<file path="src/rtl/spi_flash_emu_responder_if.sv">
`default_nettype none
// ============================================================================
// Module   : spi_flash_emu_responder_if
// Purpose  : Bundles the SPI pad signals, the backing-memory read port and
//            the status outputs of the SPI flash responder.
//            slave  = responder side, master = board / memory / monitor side.
// Revision : 1.0 - initial release
// ============================================================================
interface spi_flash_emu_responder_if #(
  parameter int MEM_AW = 16
);
  logic              spi_sck_i;
  logic              spi_csb_i;
  logic              spi_mosi_i;
  logic              spi_miso_o;
  logic              spi_miso_oe_o;
  logic              mem_req_o;
  logic [MEM_AW-1:0] mem_addr_o;
  logic [7:0]        mem_rdata_i;
  logic              busy_o;
  logic              cmd_err_o;
  logic [15:0]       rd_count_o;

  modport slave (
    input  spi_sck_i, spi_csb_i, spi_mosi_i, mem_rdata_i,
    output spi_miso_o, spi_miso_oe_o, mem_req_o, mem_addr_o,
           busy_o, cmd_err_o, rd_count_o
  );

  modport master (
    output spi_sck_i, spi_csb_i, spi_mosi_i, mem_rdata_i,
    input  spi_miso_o, spi_miso_oe_o, mem_req_o, mem_addr_o,
           busy_o, cmd_err_o, rd_count_o
  );
endinterface
`default_nettype wire

</file>
<file path="src/rtl/spi_flash_emu_responder.sv">
`default_nettype none
// ============================================================================
// Module   : spi_flash_emu_responder
// Purpose  : Mode-0 single-lane SPI flash responder serving reads (0x03),
//            JEDEC ID (0x9F) and status (0x05) from an on-chip byte memory.
//            All SPI inputs are oversampled in the clk_i domain.
//            Optional: define SPI_FLASH_EMU_FAST_READ_EN to add fast read
//            (0x0B, 8 dummy clocks); otherwise 0x0B is an unsupported opcode.
// Revision : 1.0 - initial release
// ============================================================================
module spi_flash_emu_responder #(
  parameter int          MEM_AW      = 16,
  parameter int          SYNC_STAGES = 2,
  parameter logic [23:0] JEDEC_ID    = 24'hEF4018
) (
  input wire clk_i,
  input wire rst_i,
  spi_flash_emu_responder_if.slave bus
);

  typedef enum logic [2:0] {
    ST_WAIT_CS = 3'd0,
    ST_IDLE    = 3'd1,
    ST_CMD     = 3'd2,
    ST_ADDR    = 3'd3,
    ST_DATA    = 3'd4,
`ifdef SPI_FLASH_EMU_FAST_READ_EN
    ST_IGNORE  = 3'd5,
    ST_DUMMY   = 3'd6
`else
    ST_IGNORE  = 3'd5
`endif
  } state_t;

  typedef enum logic [1:0] {
    SRC_MEM  = 2'd0,
    SRC_ID   = 2'd1,
    SRC_STAT = 2'd2
  } src_t;

  // Cycles the synchronizers need after reset before synced CSB is trusted.
  localparam logic [7:0] WAIT_FLUSH = 8'(SYNC_STAGES + 1);

  logic [SYNC_STAGES-1:0] sck_sync_q, sck_sync_d;
  logic [SYNC_STAGES-1:0] csb_sync_q, csb_sync_d;
  logic [SYNC_STAGES-1:0] mosi_sync_q, mosi_sync_d;
  logic                   sck_prev_q, sck_prev_d;
  logic                   csb_prev_q, csb_prev_d;

  state_t      state_q, state_d;
  src_t        src_q, src_d;
  logic [4:0]  bit_cnt_q, bit_cnt_d;
  logic [6:0]  opc_q, opc_d;
  logic [23:0] addr_q, addr_d;
  logic [7:0]  shift_out_q, shift_out_d;
  logic [7:0]  pref_q, pref_d;
  logic [1:0]  id_idx_q, id_idx_d;
  logic        fall_armed_q, fall_armed_d;
  logic        mem_req_q, mem_req_d;
  logic [MEM_AW-1:0] mem_addr_q, mem_addr_d;
  logic        req_first_q, req_first_d;
  logic        rdata_vld_q, rdata_vld_d;
  logic        vld_first_q, vld_first_d;
  logic [15:0] rd_count_q, rd_count_d;
  logic        cmd_err_q, cmd_err_d;
  logic        busy_q, busy_d;
  logic [7:0]  wait_cnt_q, wait_cnt_d;
`ifdef SPI_FLASH_EMU_FAST_READ_EN
  logic        fast_q, fast_d;
`endif

  logic        sck_s, csb_s, mosi_s;
  logic        sck_rise, sck_fall, csb_rise, csb_fall;
  logic [7:0]  opcode;
  logic [23:0] addr_inc;
  logic        start_read;

  // Synchronizer shift and edge-detect history.
  always_comb begin
    sck_sync_d  = {sck_sync_q[SYNC_STAGES-2:0], bus.spi_sck_i};
    csb_sync_d  = {csb_sync_q[SYNC_STAGES-2:0], bus.spi_csb_i};
    mosi_sync_d = {mosi_sync_q[SYNC_STAGES-2:0], bus.spi_mosi_i};
    sck_s       = sck_sync_q[SYNC_STAGES-1];
    csb_s       = csb_sync_q[SYNC_STAGES-1];
    mosi_s      = mosi_sync_q[SYNC_STAGES-1];
    sck_prev_d  = sck_s;
    csb_prev_d  = csb_s;
    sck_rise    = sck_s & ~sck_prev_q;
    sck_fall    = ~sck_s & sck_prev_q;
    csb_rise    = csb_s & ~csb_prev_q;
    csb_fall    = ~csb_s & csb_prev_q;
  end

  // Protocol FSM: command decode, address capture, byte shifting and prefetch.
  always_comb begin
    state_d      = state_q;
    src_d        = src_q;
    bit_cnt_d    = bit_cnt_q;
    opc_d        = opc_q;
    addr_d       = addr_q;
    shift_out_d  = shift_out_q;
    pref_d       = pref_q;
    id_idx_d     = id_idx_q;
    fall_armed_d = fall_armed_q;
    mem_req_d    = 1'b0;
    mem_addr_d   = mem_addr_q;
    req_first_d  = req_first_q;
    rdata_vld_d  = mem_req_q;
    vld_first_d  = req_first_q;
    rd_count_d   = rd_count_q;
    cmd_err_d    = 1'b0;
    wait_cnt_d   = wait_cnt_q;
`ifdef SPI_FLASH_EMU_FAST_READ_EN
    fast_d       = fast_q;
`endif
    start_read   = 1'b0;
    opcode       = {opc_q, mosi_s};
    addr_inc     = addr_q + 24'd1;

    if (csb_rise) begin
      // End of transaction wins over any SCK edge seen in the same cycle;
      // in-flight memory data is discarded.
      state_d      = ST_IDLE;
      rdata_vld_d  = 1'b0;
      fall_armed_d = 1'b0;
    end else begin
      case (state_q)
        ST_WAIT_CS: begin
          if (wait_cnt_q != WAIT_FLUSH) wait_cnt_d = wait_cnt_q + 8'd1;
          else if (csb_s)               state_d    = ST_IDLE;
        end
        ST_IDLE: begin
          if (csb_fall) begin
            state_d   = ST_CMD;
            bit_cnt_d = 5'd0;
          end
        end
        ST_CMD: begin
          if (sck_rise) begin
            opc_d     = opcode[6:0];
            bit_cnt_d = bit_cnt_q + 5'd1;
            if (bit_cnt_q == 5'd7) begin
              bit_cnt_d    = 5'd0;
              fall_armed_d = 1'b0;
              case (opcode)
                8'h03: begin
                  state_d = ST_ADDR;
`ifdef SPI_FLASH_EMU_FAST_READ_EN
                  fast_d  = 1'b0;
`endif
                end
`ifdef SPI_FLASH_EMU_FAST_READ_EN
                8'h0B: begin
                  state_d = ST_ADDR;
                  fast_d  = 1'b1;
                end
`endif
                8'h9F: begin
                  state_d     = ST_DATA;
                  src_d       = SRC_ID;
                  shift_out_d = JEDEC_ID[23:16];
                  id_idx_d    = 2'd1;
                end
                8'h05: begin
                  state_d     = ST_DATA;
                  src_d       = SRC_STAT;
                  shift_out_d = 8'h00;
                end
                default: begin
                  state_d   = ST_IGNORE;
                  cmd_err_d = 1'b1;
                end
              endcase
            end
          end
        end
        ST_ADDR: begin
          if (sck_rise) begin
            addr_d    = {addr_q[22:0], mosi_s};
            bit_cnt_d = bit_cnt_q + 5'd1;
            if (bit_cnt_q == 5'd23) begin
              bit_cnt_d = 5'd0;
`ifdef SPI_FLASH_EMU_FAST_READ_EN
              if (fast_q) state_d    = ST_DUMMY;
              else        start_read = 1'b1;
`else
              start_read = 1'b1;
`endif
            end
          end
        end
`ifdef SPI_FLASH_EMU_FAST_READ_EN
        ST_DUMMY: begin
          if (sck_rise) begin
            bit_cnt_d = bit_cnt_q + 5'd1;
            if (bit_cnt_q == 5'd7) begin
              bit_cnt_d  = 5'd0;
              start_read = 1'b1;
            end
          end
        end
`endif
        ST_DATA: begin
          // Rises count bits taken by the master; only falls that follow a
          // rise of this phase move MISO, so the fall closing the last
          // command/address bit leaves the freshly loaded bit 7 in place.
          if (sck_rise) begin
            fall_armed_d = 1'b1;
            bit_cnt_d    = {2'b00, bit_cnt_q[2:0] + 3'd1};
            if (bit_cnt_q[2:0] == 3'd7 && src_q == SRC_MEM)
              rd_count_d = rd_count_q + 16'd1;
          end else if (sck_fall && fall_armed_q) begin
            fall_armed_d = 1'b0;
            if (bit_cnt_q[2:0] == 3'd0) begin
              case (src_q)
                SRC_MEM: shift_out_d = pref_q;
                SRC_ID: begin
                  case (id_idx_q)
                    2'd1: begin
                      shift_out_d = JEDEC_ID[15:8];
                      id_idx_d    = 2'd2;
                    end
                    2'd2: begin
                      shift_out_d = JEDEC_ID[7:0];
                      id_idx_d    = 2'd3;
                    end
                    default: shift_out_d = 8'h00;
                  endcase
                end
                default: shift_out_d = 8'h00;
              endcase
            end else begin
              shift_out_d = {shift_out_q[6:0], 1'b0};
            end
            if (bit_cnt_q[2:0] == 3'd6 && src_q == SRC_MEM) begin
              addr_d      = addr_inc;
              mem_req_d   = 1'b1;
              mem_addr_d  = addr_inc[MEM_AW-1:0];
              req_first_d = 1'b0;
            end
          end
          if (rdata_vld_q) begin
            if (vld_first_q) shift_out_d = bus.mem_rdata_i;
            else             pref_d      = bus.mem_rdata_i;
          end
        end
        default: ;
      endcase

      if (start_read) begin
        state_d      = ST_DATA;
        src_d        = SRC_MEM;
        mem_req_d    = 1'b1;
        mem_addr_d   = addr_d[MEM_AW-1:0];
        req_first_d  = 1'b1;
        shift_out_d  = 8'h00;
        fall_armed_d = 1'b0;
      end
    end

    busy_d = (state_d != ST_IDLE);
  end

  // State and datapath registers; reset aborts any transaction.
  always_ff @(posedge clk_i or posedge rst_i) begin
    if (rst_i) begin
      sck_sync_q   <= '0;
      csb_sync_q   <= '1;
      mosi_sync_q  <= '0;
      sck_prev_q   <= 1'b0;
      csb_prev_q   <= 1'b1;
      state_q      <= ST_WAIT_CS;
      src_q        <= SRC_MEM;
      bit_cnt_q    <= 5'd0;
      opc_q        <= 7'd0;
      addr_q       <= 24'd0;
      shift_out_q  <= 8'd0;
      pref_q       <= 8'd0;
      id_idx_q     <= 2'd0;
      fall_armed_q <= 1'b0;
      mem_req_q    <= 1'b0;
      mem_addr_q   <= '0;
      req_first_q  <= 1'b0;
      rdata_vld_q  <= 1'b0;
      vld_first_q  <= 1'b0;
      rd_count_q   <= 16'd0;
      cmd_err_q    <= 1'b0;
      busy_q       <= 1'b0;
      wait_cnt_q   <= 8'd0;
`ifdef SPI_FLASH_EMU_FAST_READ_EN
      fast_q       <= 1'b0;
`endif
    end else begin
      sck_sync_q   <= sck_sync_d;
      csb_sync_q   <= csb_sync_d;
      mosi_sync_q  <= mosi_sync_d;
      sck_prev_q   <= sck_prev_d;
      csb_prev_q   <= csb_prev_d;
      state_q      <= state_d;
      src_q        <= src_d;
      bit_cnt_q    <= bit_cnt_d;
      opc_q        <= opc_d;
      addr_q       <= addr_d;
      shift_out_q  <= shift_out_d;
      pref_q       <= pref_d;
      id_idx_q     <= id_idx_d;
      fall_armed_q <= fall_armed_d;
      mem_req_q    <= mem_req_d;
      mem_addr_q   <= mem_addr_d;
      req_first_q  <= req_first_d;
      rdata_vld_q  <= rdata_vld_d;
      vld_first_q  <= vld_first_d;
      rd_count_q   <= rd_count_d;
      cmd_err_q    <= cmd_err_d;
      busy_q       <= busy_d;
      wait_cnt_q   <= wait_cnt_d;
`ifdef SPI_FLASH_EMU_FAST_READ_EN
      fast_q       <= fast_d;
`endif
    end
  end

  assign bus.spi_miso_oe_o = (state_q == ST_DATA);
  assign bus.spi_miso_o    = (state_q == ST_DATA) & shift_out_q[7];
  assign bus.mem_req_o     = mem_req_q;
  assign bus.mem_addr_o    = mem_addr_q;
  assign bus.busy_o        = busy_q;
  assign bus.cmd_err_o     = cmd_err_q;
  assign bus.rd_count_o    = rd_count_q;

endmodule
`default_nettype wire

</file>
<file path="src/flat_wrapper.sv">
// flat-port wrapper written by rule: the top's interface ports become plain ports
module spi_flash_emu_responder_flat 
#(
  parameter int          MEM_AW      = 16,
  parameter int          SYNC_STAGES = 2,
  parameter logic [23:0] JEDEC_ID    = 24'hEF4018
)
  (clk_i, rst_i, bus_spi_sck_i, bus_spi_csb_i, bus_spi_mosi_i, bus_mem_rdata_i, bus_spi_miso_o, bus_spi_miso_oe_o, bus_mem_req_o, bus_mem_addr_o, bus_busy_o, bus_cmd_err_o, bus_rd_count_o);
  spi_flash_emu_responder_if #(.MEM_AW(MEM_AW)) bus_i ();
  input wire clk_i;
  input wire rst_i;
  input wire logic [$bits(bus_i.spi_sck_i)-1:0] bus_spi_sck_i;
  input wire logic [$bits(bus_i.spi_csb_i)-1:0] bus_spi_csb_i;
  input wire logic [$bits(bus_i.spi_mosi_i)-1:0] bus_spi_mosi_i;
  input wire logic [$bits(bus_i.mem_rdata_i)-1:0] bus_mem_rdata_i;
  output wire logic [$bits(bus_i.spi_miso_o)-1:0] bus_spi_miso_o;
  output wire logic [$bits(bus_i.spi_miso_oe_o)-1:0] bus_spi_miso_oe_o;
  output wire logic [$bits(bus_i.mem_req_o)-1:0] bus_mem_req_o;
  output wire logic [$bits(bus_i.mem_addr_o)-1:0] bus_mem_addr_o;
  output wire logic [$bits(bus_i.busy_o)-1:0] bus_busy_o;
  output wire logic [$bits(bus_i.cmd_err_o)-1:0] bus_cmd_err_o;
  output wire logic [$bits(bus_i.rd_count_o)-1:0] bus_rd_count_o;
  assign bus_i.spi_sck_i = bus_spi_sck_i;
  assign bus_i.spi_csb_i = bus_spi_csb_i;
  assign bus_i.spi_mosi_i = bus_spi_mosi_i;
  assign bus_i.mem_rdata_i = bus_mem_rdata_i;
  assign bus_spi_miso_o = bus_i.spi_miso_o;
  assign bus_spi_miso_oe_o = bus_i.spi_miso_oe_o;
  assign bus_mem_req_o = bus_i.mem_req_o;
  assign bus_mem_addr_o = bus_i.mem_addr_o;
  assign bus_busy_o = bus_i.busy_o;
  assign bus_cmd_err_o = bus_i.cmd_err_o;
  assign bus_rd_count_o = bus_i.rd_count_o;
  spi_flash_emu_responder #(.MEM_AW(MEM_AW), .SYNC_STAGES(SYNC_STAGES), .JEDEC_ID(JEDEC_ID)) u_core (.clk_i(clk_i), .rst_i(rst_i), .bus(bus_i));
endmodule
</file>
<file path="config.mk">
export PLATFORM = sky130hd
export DESIGN_NAME = spi_flash_emu_responder_flat
export DESIGN_NICKNAME = d
export VERILOG_FILES = /design/src/rtl/spi_flash_emu_responder_if.sv /design/src/rtl/spi_flash_emu_responder.sv /design/src/flat_wrapper.sv
export SDC_FILE = /design/constraint.sdc
export NUM_CORES = 1
export LEC_CHECK = 0
export ABC_AREA = 1
export CORE_MARGIN = 8
export CORE_UTILIZATION = 25
export DETAILED_ROUTE_END_ITERATION = 6
export GPL_TIMING_DRIVEN = 1
export PLACE_DENSITY = 0.52
export SYNTH_ARGS = -nofsm -noshare
export SYNTH_HDL_FRONTEND = slang
export SYNTH_SLANG_ARGS = --single-unit
</file>
<file path="constraint.sdc">
create_clock -name clk_i -period 2.96 [get_ports clk_i]
set_input_delay 0.444 -clock clk_i [delete_from_list [all_inputs] [get_ports clk_i]]
set_output_delay 0.444 -clock clk_i [all_outputs]
set_load 0.02 [all_outputs]
</file>
==> results of run 1 <==
## Yosys cell counts, types with 7 or more instances
cell type	number
inv_1	86
a21oi_1	30
o211ai_1	7
xor2_1	19
nor2_1	64
dfrtp_1	103
nor3_1	12
mux2_2	7
nand4_1	19
nor2_4	7
nand2_1	247
ha_1	9
inv_2	7
o21ai_0	49
nand3_1	69
## how the worst max path moves through the flow
| stage | to | cells past startpoint |
|---|---|---|
| after floorplan | u_core.addr_q[0] | 1 |
| after global placement | u_core.bus.mem_addr_o[12] | 7 |
| after detailed placement | u_core.bus.busy_o | 8 |
| after CTS | bus_spi_miso_oe_o | 4 |
| after global routing | bus_spi_miso_oe_o | 4 |
| final | bus_spi_miso_oe_o | 4 |
## per-layer routing
| metal | GRT usage [%] | vias to the layer above |
|---|---|---|
| li1 | - | 2697 |
| met1 | 15.28 | 2520 |
| met2 | 17.45 | 92 |
| met3 | 2.823 | 11 |
| met4 | 2.722 | 0 |
| met5 | 0 | - |
## cell families (layout without fill, tap and decap cells)
logic type / after synthesis / in the layout / share of synthesized area [%]
muxes: 7 / 7 / 1.303
AOI/OAI and AO/OA: 109 / 109 / 10.03
adders and majority gates: 9 / 9 / 1.861
buffers and inverters: 108 / 165 / 7.279
and+or+nand+nor: 437 / 437 / 32.15
DFF: 106 / 106 / 43.90
xor gates and xnor gates: 24 / 24 / 3.474
## sequential cells by signal, summed over array words and instances (netlist names)
signal / flops
u_core.shift_out_q: 8
u_core.mosi_sync_q: 2
u_core.opc_q: 7
u_core.bit_cnt_q: 5
u_core.bus.mem_addr_o: 16
u_core.id_idx_q: 2
u_core.fall_armed_q: 1
u_core.csb_sync_q: 2
u_core.bus.mem_req_o: 1
u_core.vld_first_q: 1
u_core.sck_prev_q: 1
u_core.bus.busy_o: 1
u_core.sck_sync_q: 2
u_core.state_q: 3
u_core.pref_q: 8
u_core.bus.rd_count_o: 16
u_core.bus.cmd_err_o: 1
u_core.req_first_q: 1
u_core.addr_q: 16
u_core.wait_cnt_q: 8
u_core.src_q: 2
u_core.csb_prev_q: 1
u_core.rdata_vld_q: 1
## where the power goes
part	internal, mW	leakage, nW	switching [mW]	total, mW
registers	1.70	1.37	0.269	1.97
logic	0.450	1.80	0.827	1.28
clock network	0.621	0.156	0.672	1.29
## worst register-to-register path, cell delays in order, from the launching register on
cell     delay, ns
dfrtp_1       0.40
inv_1         0.12
ha_1          0.16
nand2_1       0.05
nor2_1        0.29
nand3_4       0.16
inv_2         0.25
nand2_1       0.16
nand2_4       0.24
inv_2         0.12
a21oi_1       0.14
nand2_1       0.07
nand2_1       0.05
## final cells by class
type	count	share of cell area (%)
inverter	94	4.932
clock inverter	7	1.328
timing repair buffer	55	7.725
clock buffer	9	3.104
tap	324	5.587
sequential	106	36.61
multi-input combinational	586	40.71
==> results.md, run 1 <==
- Status: finished clean
- Crit start category: flip-flop
- Hold_buf cts: 0
- Drt first pass iters: 5
- Antenna-violating nets left: 0
- Most common cell after layout, fill and taps aside: nand2_1
- Bufs on Longest Clock Path: 2
- DRC errors left: 0
- Post-CTS Setup Inserts: 0
- CP Cell Sequence: inv_1, nand2_2, nor2_4, clkdlybuf4s50_1
- CTS tree: done
- Min-delay worst type: flip-flop to flip-flop
- Worst-margin pin slew: 0.6169 ns
- FF-to-FF End: u_core.bus.mem_addr_o[13]
- Vias in the first global route: 5086
- Via/cell ratio: between 4 and 5
- Worst VDD drop: approximately 0.29 mV
- Share of flip-flops with an asynchronous set or reset: 100.0%
- Post-DP Area: 0.006934 mm²
- WL met2: 7053 µm
- Antenna violations before repair: 0
- Post-Layout Cell Count: around 1200
- Post-synthesis cell area: 0.006051 mm²
- Leading area contributor after synthesis: dfrtp_1
- Design area: 0.007256 mm²
- Hold_sp: u_core.mosi_sync_q[0]
- Total power: 4.544 mW
- Netlist cell types: 43
- Register bit total from synthesis: 106
- Placed Cells: between 1000 and 1500
- Root Driver: clkbuf_16
- Sequential Area: 0.002656 mm²
- R2r worst-path depth: 12
- Clock slew at reported path FFs: 0.09 ns
- DR top layer: met4
- IO Pins: 50
- Ys Warns: 0
- # fillers: 2612
- Die H: 171.6 µm
- Synth area leaders: dfrtp_1, nand2_1, nand3_1
- Post-Syn Instances: 800
- Post-route setup slack: 0.4920 ns
- Avg Inst Size Synth: between 7 and 8 µm²
- ANT cells: 0
- Kind of critical path: flip-flop to primary output
- Post-Route M1 WL: just under 8000 µm
- Fin nets: 874
- TritonCTS buffer count: 9
- Clock sink total: 106
- Worst-path maximum fanout: 10
- Syn nets: 822
- Final Critical Period: between 2 and 2.5 ns
- Share of the synthesized area in the top cell type: 42.60%
- Sequential area share after synthesis: 43.90%
- P&R area growth vs syn: 19.91%
- Placement Setup Slack: between 0.6 and 0.7 ns
- Die area: 0.02944 mm²
- Gr usage total: 11.20%
- Hold Crit Depth: 0
- Top_reg_cell synth: dfrtp_1
- Hold Vio Cnt, Final: 0
- Port bufs: 49
- RSZ-0062 raised after global routing: no
- Worst-skew pair later-pin latency: roughly 0.37 ns
- Share of cells above drive strength 1: 7.585%
- Post-synth EDFFs: 0
- GR Overflow Total: 0
- Htree depth: 3
- Highest-count cells in the layout ignoring fill and taps: nand2_1, dfrtp_1, inv_1
- Die width: 171.6 µm
- Via count: 5320
- Multi-input logic area: between 0.002 and 0.003 mm²
- Global-route wire length before repair: between 20000 and 30000 µm
- Met3 WL post-DR: 754 µm
- Max-cap violations: 0
- Flop2flop setup slack: 0.67 ns
- Clock Skew: between 0.01 and 0.015 ns
- Initial Utilization: about a quarter
- Max incr delay on CP: 0.69 ns
- 1st-iter DRT viols: 384
- Critical path launch point: u_core.state_q[1]
- Setup TNS: 0 ns
- Buffers and inverters on the worst path: 2
- Arr. time, crit path: 2.02 ns
- Family with the most delay on the worst path: buffers and inverters
- FF-to-FF Start: u_core.bit_cnt_q[0]
- Fmax: around 400 MHz
- Drt total wl: 15780 µm
- Final period util: a little over four fifths
- Core ar.: 0.02403 mm²
- PD cells: ~630 mW/mm²
- CTS resizes: 0
- DP HPWL: 11290 µm
- Final Max Slew Viols: 0
- CP Capture Type: primary output
- Final Wtd Congestion: about 0.82
- Critical Path RT: 2.52 ns
- Largest net degree at the start of global routing: 47
- Final Setup Violations: 0
- Hold EP: u_core.mosi_sync_q[1]
- Worst hold slack: 0.3648 ns
- Wirelength per Cell: 13.36 µm
- Post-layout util: 30.19%
- Worst slew margin: 58.65%
- Leak Pwr: around 3.3 nW
- Crit path max-delay cell type: clkdlybuf4s50_1
- Row cnt: 57
(Power assumes the default switching activity.)
==> run 2: changes to the inputs <==
==> constraint.sdc (replaced) <==
create_clock -name clk_i -period 2.12 [get_ports clk_i]
set_input_delay 0.318 -clock clk_i [delete_from_list [all_inputs] [get_ports clk_i]]
set_output_delay 0.318 -clock clk_i [all_outputs]
set_load 0.02 [all_outputs]
==> results.md, run 2 (synthesis results as in run 1) <==
- Status: finished clean
- Max-cap violations: 0 (unchanged)
- Global-route wire length before repair: 26940 µm (+1.5%)
- Post-Layout Cell Count: 1204 (+1.9%)
- Largest net degree at the start of global routing: 48 (+2.1%)
- Leak Pwr: 3.441 nW (+3.3%)
- IO Pins: 50 (unchanged)
- Vias in the first global route: 5355 (+5.3%)
- CTS tree: done
- Post-route setup slack: 0.1424 ns (-0.3497 ns)
- Design area: 0.007403 mm² (+2.0%)
- P&R area growth vs syn: 22.35%
- Row cnt: 57 (unchanged)
- Min-delay worst type: input pin to asynchronous set/reset pin
- Worst-skew pair later-pin latency: 0.36 ns (about the same)
- Final Max Slew Viols: 0 (unchanged)
- Combinational share of power: 29.1% (+1.0 points)
- Sequential share of power: 43.9% (+0.5 points)
- TritonCTS buffer count: 9 (unchanged)
- Antenna-violating nets left: 0 (unchanged)
- Critical Path RT: 1.80 ns (-0.72 ns)
- Share of cells above drive strength 1: 10.11% (+2.5 points)
- Via count: 5361 (+0.77%)
- DP HPWL: 11760 µm (+4.2%)
- NetSw: 2.379 mW (+35%)
- Final Setup Violations: 0 (unchanged)
- Post-DP Area: 0.007092 mm² (+2.3%)
- Placed Cells: 1186 (+1.8%)
- Clock sink total: 106 (unchanged)
- Worst slew margin: 66.41% (+7.8 points)
- Port bufs: 49 (unchanged)
- Crit start category: flip-flop
- Die area: 0.02944 mm² (unchanged)
- Final Wtd Congestion: 0.8079 (-1.6%)
- Initial Utilization: 25.18% (unchanged)
- Fmax: 505.7 MHz
- Hold Vio Cnt, Final: 0 (unchanged)
- Placement Setup Slack: 0.1169 ns (-0.5712 ns)
- Final Critical Period: 1.978 ns
- Setup TNS: 0 ns (unchanged)
- Worst-path maximum fanout: 7 (-3)
- Kind of critical path: flip-flop to primary output
- 1st-iter DRT viols: 279 (-27%)
- Worst hold slack: 0.2118 ns (-0.1530 ns)
- # fillers: 2601 (-0.42%)
- Drt first pass iters: 4 (-1)
- Clock Skew: 0.01371 ns (+0.0001365 ns)
- PD cells: 845.6 mW/mm² (+35%)
- Wirelength per Cell: 13.21 µm (-1.1%)
- Clock share of power: 27.0% (-1.5 points)
- RSZ-0062 raised after global routing: no
- Htree depth: 3 (unchanged)
- Core ar.: 0.02403 mm² (unchanged)
- Drt total wl: 15910 µm (+0.82%)
- Fin nets: 897 (+2.6%)
- Via/cell ratio: 4.453 (-1.2%)
- Total power: 6.260 mW (+38%)
- Net Sw Frac: 38.00% (-0.92 points)
- CP Capture Type: primary output
- Post-layout util: 30.80% (+0.61 points)
- Highest-count cells in the layout ignoring fill and taps: nand2_1, dfrtp_1, inv_1
- Root Driver: clkbuf_16
- DRC errors left: 0 (unchanged)
- Bufs on Longest Clock Path: 2 (unchanged)
- Die width: 171.6 µm (unchanged)
- Worst VDD drop: 0.4189 mV (+45%)
- Most common cell after layout, fill and taps aside: nand2_1
- Clock slew at reported path FFs: 0.08 ns (about the same)
- Arr. time, crit path: 1.66 ns (-0.36 ns)
- Die H: 171.6 µm (unchanged)
- ANT cells: 0 (unchanged)
- Worst-margin pin slew: 0.5020 ns (-0.1150 ns)
- Internal Power: 3.881 mW (+40%)
- Final period util: 93.28%
- Gr usage total: 11.41% (+0.21 points)
- Antenna violations before repair: 0 (unchanged)
- GR Overflow Total: 0 (unchanged)
-- run 2: changes by cell type in the layout (fill, tap and decap cells not counted), sizes merged --
cell and delta:
buf +23, clkinvlp +1, inv -1, clkdlybuf4s50 -2, dlygate4sd2 +2
-- run 2: path summary, 6_finish.rpt --
path / from / to / slack, ns / cells past startpoint
min: rst_i / u_core.bus.busy_o / 0.21 / 2
max reg2reg: u_core.bit_cnt_q[1] / u_core.bus.busy_o / 0.20 / 10
max in group asynchronous: rst_i / u_core.csb_prev_q / 1.39 / 3
min reg2reg: u_core.sck_sync_q[0] / u_core.sck_sync_q[1] / 0.35 / 0
max: u_core.state_q[1] / bus_spi_miso_oe_o / 0.14 / 4
min in group clk_i: u_core.sck_sync_q[0] / u_core.sck_sync_q[1] / 0.35 / 0
-- run 2: timing repair --
| item | 4_1_cts | 5_1_grt |
|---|---|---|
| hold buffers | 0 | 0 |
| pin swaps | 0 | 1 |
| setup buffers | 0 | 2 |
| endpoints found under the hold margin | 0 | 0 |
| resized for setup | 2 | 1 |
| endpoints found under the setup margin | 2 | 17 |
-- run 2: layer usage --
layer | GRT usage (%) | wire length (µm) | part of all wire, % | vias to the layer above
met4 | 3.478 | 177 | 1.1 | 0
met1 | 15.20 | 7907 | 50 | 2496
li1 | - | - | - | 2750
met5 | 0 | 0 | 0 | -
met2 | 18.14 | 7113 | 45 | 104
met3 | 2.571 | 709 | 4.5 | 11
-- run 2: worst max-delay path, cell delays in order, from the launching register on --
cell	delay, ns
dfrtp_1	0.47
inv_1	0.10
nand2_2	0.07
nor2_4	0.27
dlygate4sd2_1	0.39
-- run 2: power groups by stage --
stage | Clock (mW) | Combinational (mW) | Sequential (mW)
floorplan | 0 | 1.42 | 2.68
global placement | 0 | 1.82 | 2.78
detailed placement | 0 | 1.83 | 2.79
CTS | 1.77 | 1.84 | 2.75
global route | 1.85 | 2.13 | 2.81
finish | 1.69 | 1.82 | 2.75
-- run 2: final cells by class --
type | count | area, µm² | area share (%)
inverters | 94 | 357.8 | 4.834
clock buffers | 9 | 225.2 | 3.042
repair buffers | 78 | 730.7 | 9.870
well taps | 324 | 405.4 | 5.476
flip-flops and latches | 106 | 2656 | 35.88
multi-input cells | 586 | 2957 | 39.94
clock inverters | 7 | 71.32 | 0.9633
==> run 3: changes to the inputs <==
--- a/config.mk
+++ b/config.mk
@@ -9,8 +9,10 @@
 export CORE_MARGIN = 8
 export CORE_UTILIZATION = 25
 export DETAILED_ROUTE_END_ITERATION = 6
+export GPL_ROUTABILITY_DRIVEN = 0
 export GPL_TIMING_DRIVEN = 1
 export PLACE_DENSITY = 0.52
+export SETUP_SLACK_MARGIN = 0.3
 export SYNTH_ARGS = -nofsm -noshare
 export SYNTH_HDL_FRONTEND = slang
 export SYNTH_SLANG_ARGS = --single-unit
==> results.md, run 3 (synthesis results as in run 1) <==
- Final Max Slew Viols: 0 (unchanged)
- Kind of critical path: flip-flop to primary output
- Die H: 171.6 µm (unchanged)
- Port bufs: 49 (unchanged)
- Min-delay worst type: input pin to asynchronous set/reset pin
- Gr usage total: 11.46% (+0.053 points)
- CTS tree: done
- Via count: 5530 (+3.2%)
- Global-route wire length before repair: 27120 µm (+0.66%)
- Worst-skew pair later-pin latency: 0.36 ns (about the same)
- Worst-path maximum fanout: 3 (-4)
- Share of cells above drive strength 1: 17.09% (+7.0 points)
- Htree depth: 3 (unchanged)
- Worst slew margin: 73.72% (+7.3 points)
- R2r worst-path depth: 8 (-2)
- Arr. time, crit path: 1.45 ns (-0.21 ns)
- Hold_buf cts: 0 (unchanged)
- Root Driver: clkbuf_16
- 1st-iter DRT viols: 293 (+5.0%)
- DP HPWL: 11760 µm (unchanged)
- Setup TNS: 0 ns (unchanged)
- Antenna-violating nets left: 0 (unchanged)
- FF-to-FF Start: u_core.bit_cnt_q[0]
- Initial Utilization: 25.18% (unchanged)
- Worst hold slack: 0.2090 ns (-0.002787 ns)
- Critical path launch point: u_core.state_q[1]
- Row cnt: 57 (unchanged)
- Hold Vio Cnt, Final: 0 (unchanged)
- Worst-margin pin slew: 0.3911 ns (-0.1108 ns)
- Max-cap violations: 0 (unchanged)
- RSZ-0062 raised after global routing: yes
- Core ar.: 0.02403 mm² (unchanged)
- Via/cell ratio: 4.514 (+1.4%)
- Post-DP Area: 0.007092 mm² (unchanged)
- DRC errors left: 0 (unchanged)
- Bufs on Longest Clock Path: 2 (unchanged)
- P&R area growth vs syn: 30.31%
- Clock sink total: 106 (unchanged)
- Antenna violations before repair: 0 (unchanged)
- Die area: 0.02944 mm² (unchanged)
- Clock slew at reported path FFs: 0.08 ns (about the same)
- ANT cells: 0 (unchanged)
- TritonCTS buffer count: 9 (unchanged)
- Design area: 0.007885 mm² (+6.5%)
- Drt first pass iters: 5 (+1)
- GR Overflow Total: 0 (unchanged)
- PD cells: 829.0 mW/mm² (-2.0%)
- Fin nets: 918 (+2.3%)
- Final Critical Period: 1.768 ns (-0.2096 ns)
- Most common cell after layout, fill and taps aside: nand2_1
- CP Capture Type: primary output
- IO Pins: 50 (unchanged)
- CP endpoint: bus_spi_miso_oe_o
- FF-to-FF End: u_core.bus.mem_addr_o[8]
- Final Setup Violations: 0 (unchanged)
- Final period util: 83.40% (-9.9 points)
- Die width: 171.6 µm (unchanged)
- Clock Skew: 0.009418 ns (-0.004290 ns)
- Critical Path RT: 1.80 ns (about the same)
- Worst VDD drop: 0.4183 mV (-0.13%)
- Crit start category: flip-flop
- Flop2flop setup slack: 0.37 ns (+0.17 ns)
- # fillers: 2532 (-2.7%)
- Fmax: 565.6 MHz (+12%)
- Wirelength per Cell: 13.57 µm (+2.7%)
- Largest net degree at the start of global routing: 48 (unchanged)
- Leak Pwr: 3.704 nW (+7.6%)
- Status: finished clean
- Highest-count cells in the layout ignoring fill and taps: nand2_1, dfrtp_1, inv_1
- Vias in the first global route: 5404 (+0.92%)
- Drt total wl: 16620 µm (+4.5%)
## run 3: cell types whose count changed in the layout (fill, tap and decap cells not counted), sizes merged, moves of 2 or more
cell           before  now
dlygate4sd2         2    0
clkdlybuf4s50      47   41
dlymetal6s2s        0    6
buf                29   48
## run 3: final cells by class
cell class / instances / area (µm²) / share of cell area, %
multi-input cells: 588 / 3171 / 40.21
flip-flops and latches: 106 / 2661 / 33.75
repair buffers: 97 / 974.7 / 12.36
well taps: 324 / 405.4 / 5.141
inverters: 94 / 376.6 / 4.776
clock buffers: 9 / 225.2 / 2.856
clock inverters: 7 / 71.32 / 0.9045
## run 3: stage by stage
step | setup slack, ns | total power [mW] | utilization [%] | instances
finish | 0.3519 | 6.537 | 32.81 | 1225
global route | 0.2395 | 7.046 | 32.81 | 1225
CTS | 0.2627 | 6.405 | 31.30 | 1210
detailed placement | 0.1169 | 4.616 | 29.51 | 1186
global placement | 0.1552 | 4.599 | 29.51 | 1186
floorplan | 0.4104 | 4.101 | - | 800
## run 3: worst min path at each step
stage	slack, ns	start	endpoint	depth (start not counted)
after floorplan	0.32	bus_spi_csb_i	u_core.csb_sync_q[0]	0
after global placement	0.33	u_core.mosi_sync_q[0]	u_core.mosi_sync_q[1]	0
after detailed placement	0.34	u_core.mosi_sync_q[0]	u_core.mosi_sync_q[1]	0
after CTS	0.20	rst_i	u_core.bus.busy_o	2
after global routing	0.20	rst_i	u_core.bus.busy_o	2
final	0.21	rst_i	u_core.bus.busy_o	2
## run 3: repair_timing
item                       in CTS  in global routing
gates resized for setup        18                 66
setup endpoints to repair      45                 62
pin swaps                       2                 21
setup buffers                   8                 12
cloned                          0                  3
## run 3: layer usage
metal / up-vias / routed length, µm / share of wire (%) / track usage [%]
met5: - / 0 / 0 / 0
li1: 2792 / - / - / -
met1: 2611 / 8162 / 49 / 15.26
met4: 0 / 235 / 1.4 / 3.478
met3: 15 / 767 / 4.6 / 2.456
met2: 112 / 7455 / 45 / 18.35
## run 3: critical path, stage by stage (launching register included)
cell and delay, ns:
dfrtp_2 0.43, inv_1 0.07, nand2_2 0.06, nor2_4 0.15
buf_12 0.13, clkdlybuf4s15_2 0.25
## run 3: power by group
group | total [mW] | leakage [nW] | switching [mW] | internal (mW)
Sequential | 2.76 | 1.37 | 0.378 | 2.38
Combinational | 2.07 | 2.19 | 1.29 | 0.781
Clock | 1.70 | 0.144 | 0.869 | 0.834
Total | 6.54 | 3.70 | 2.54 | 4.00
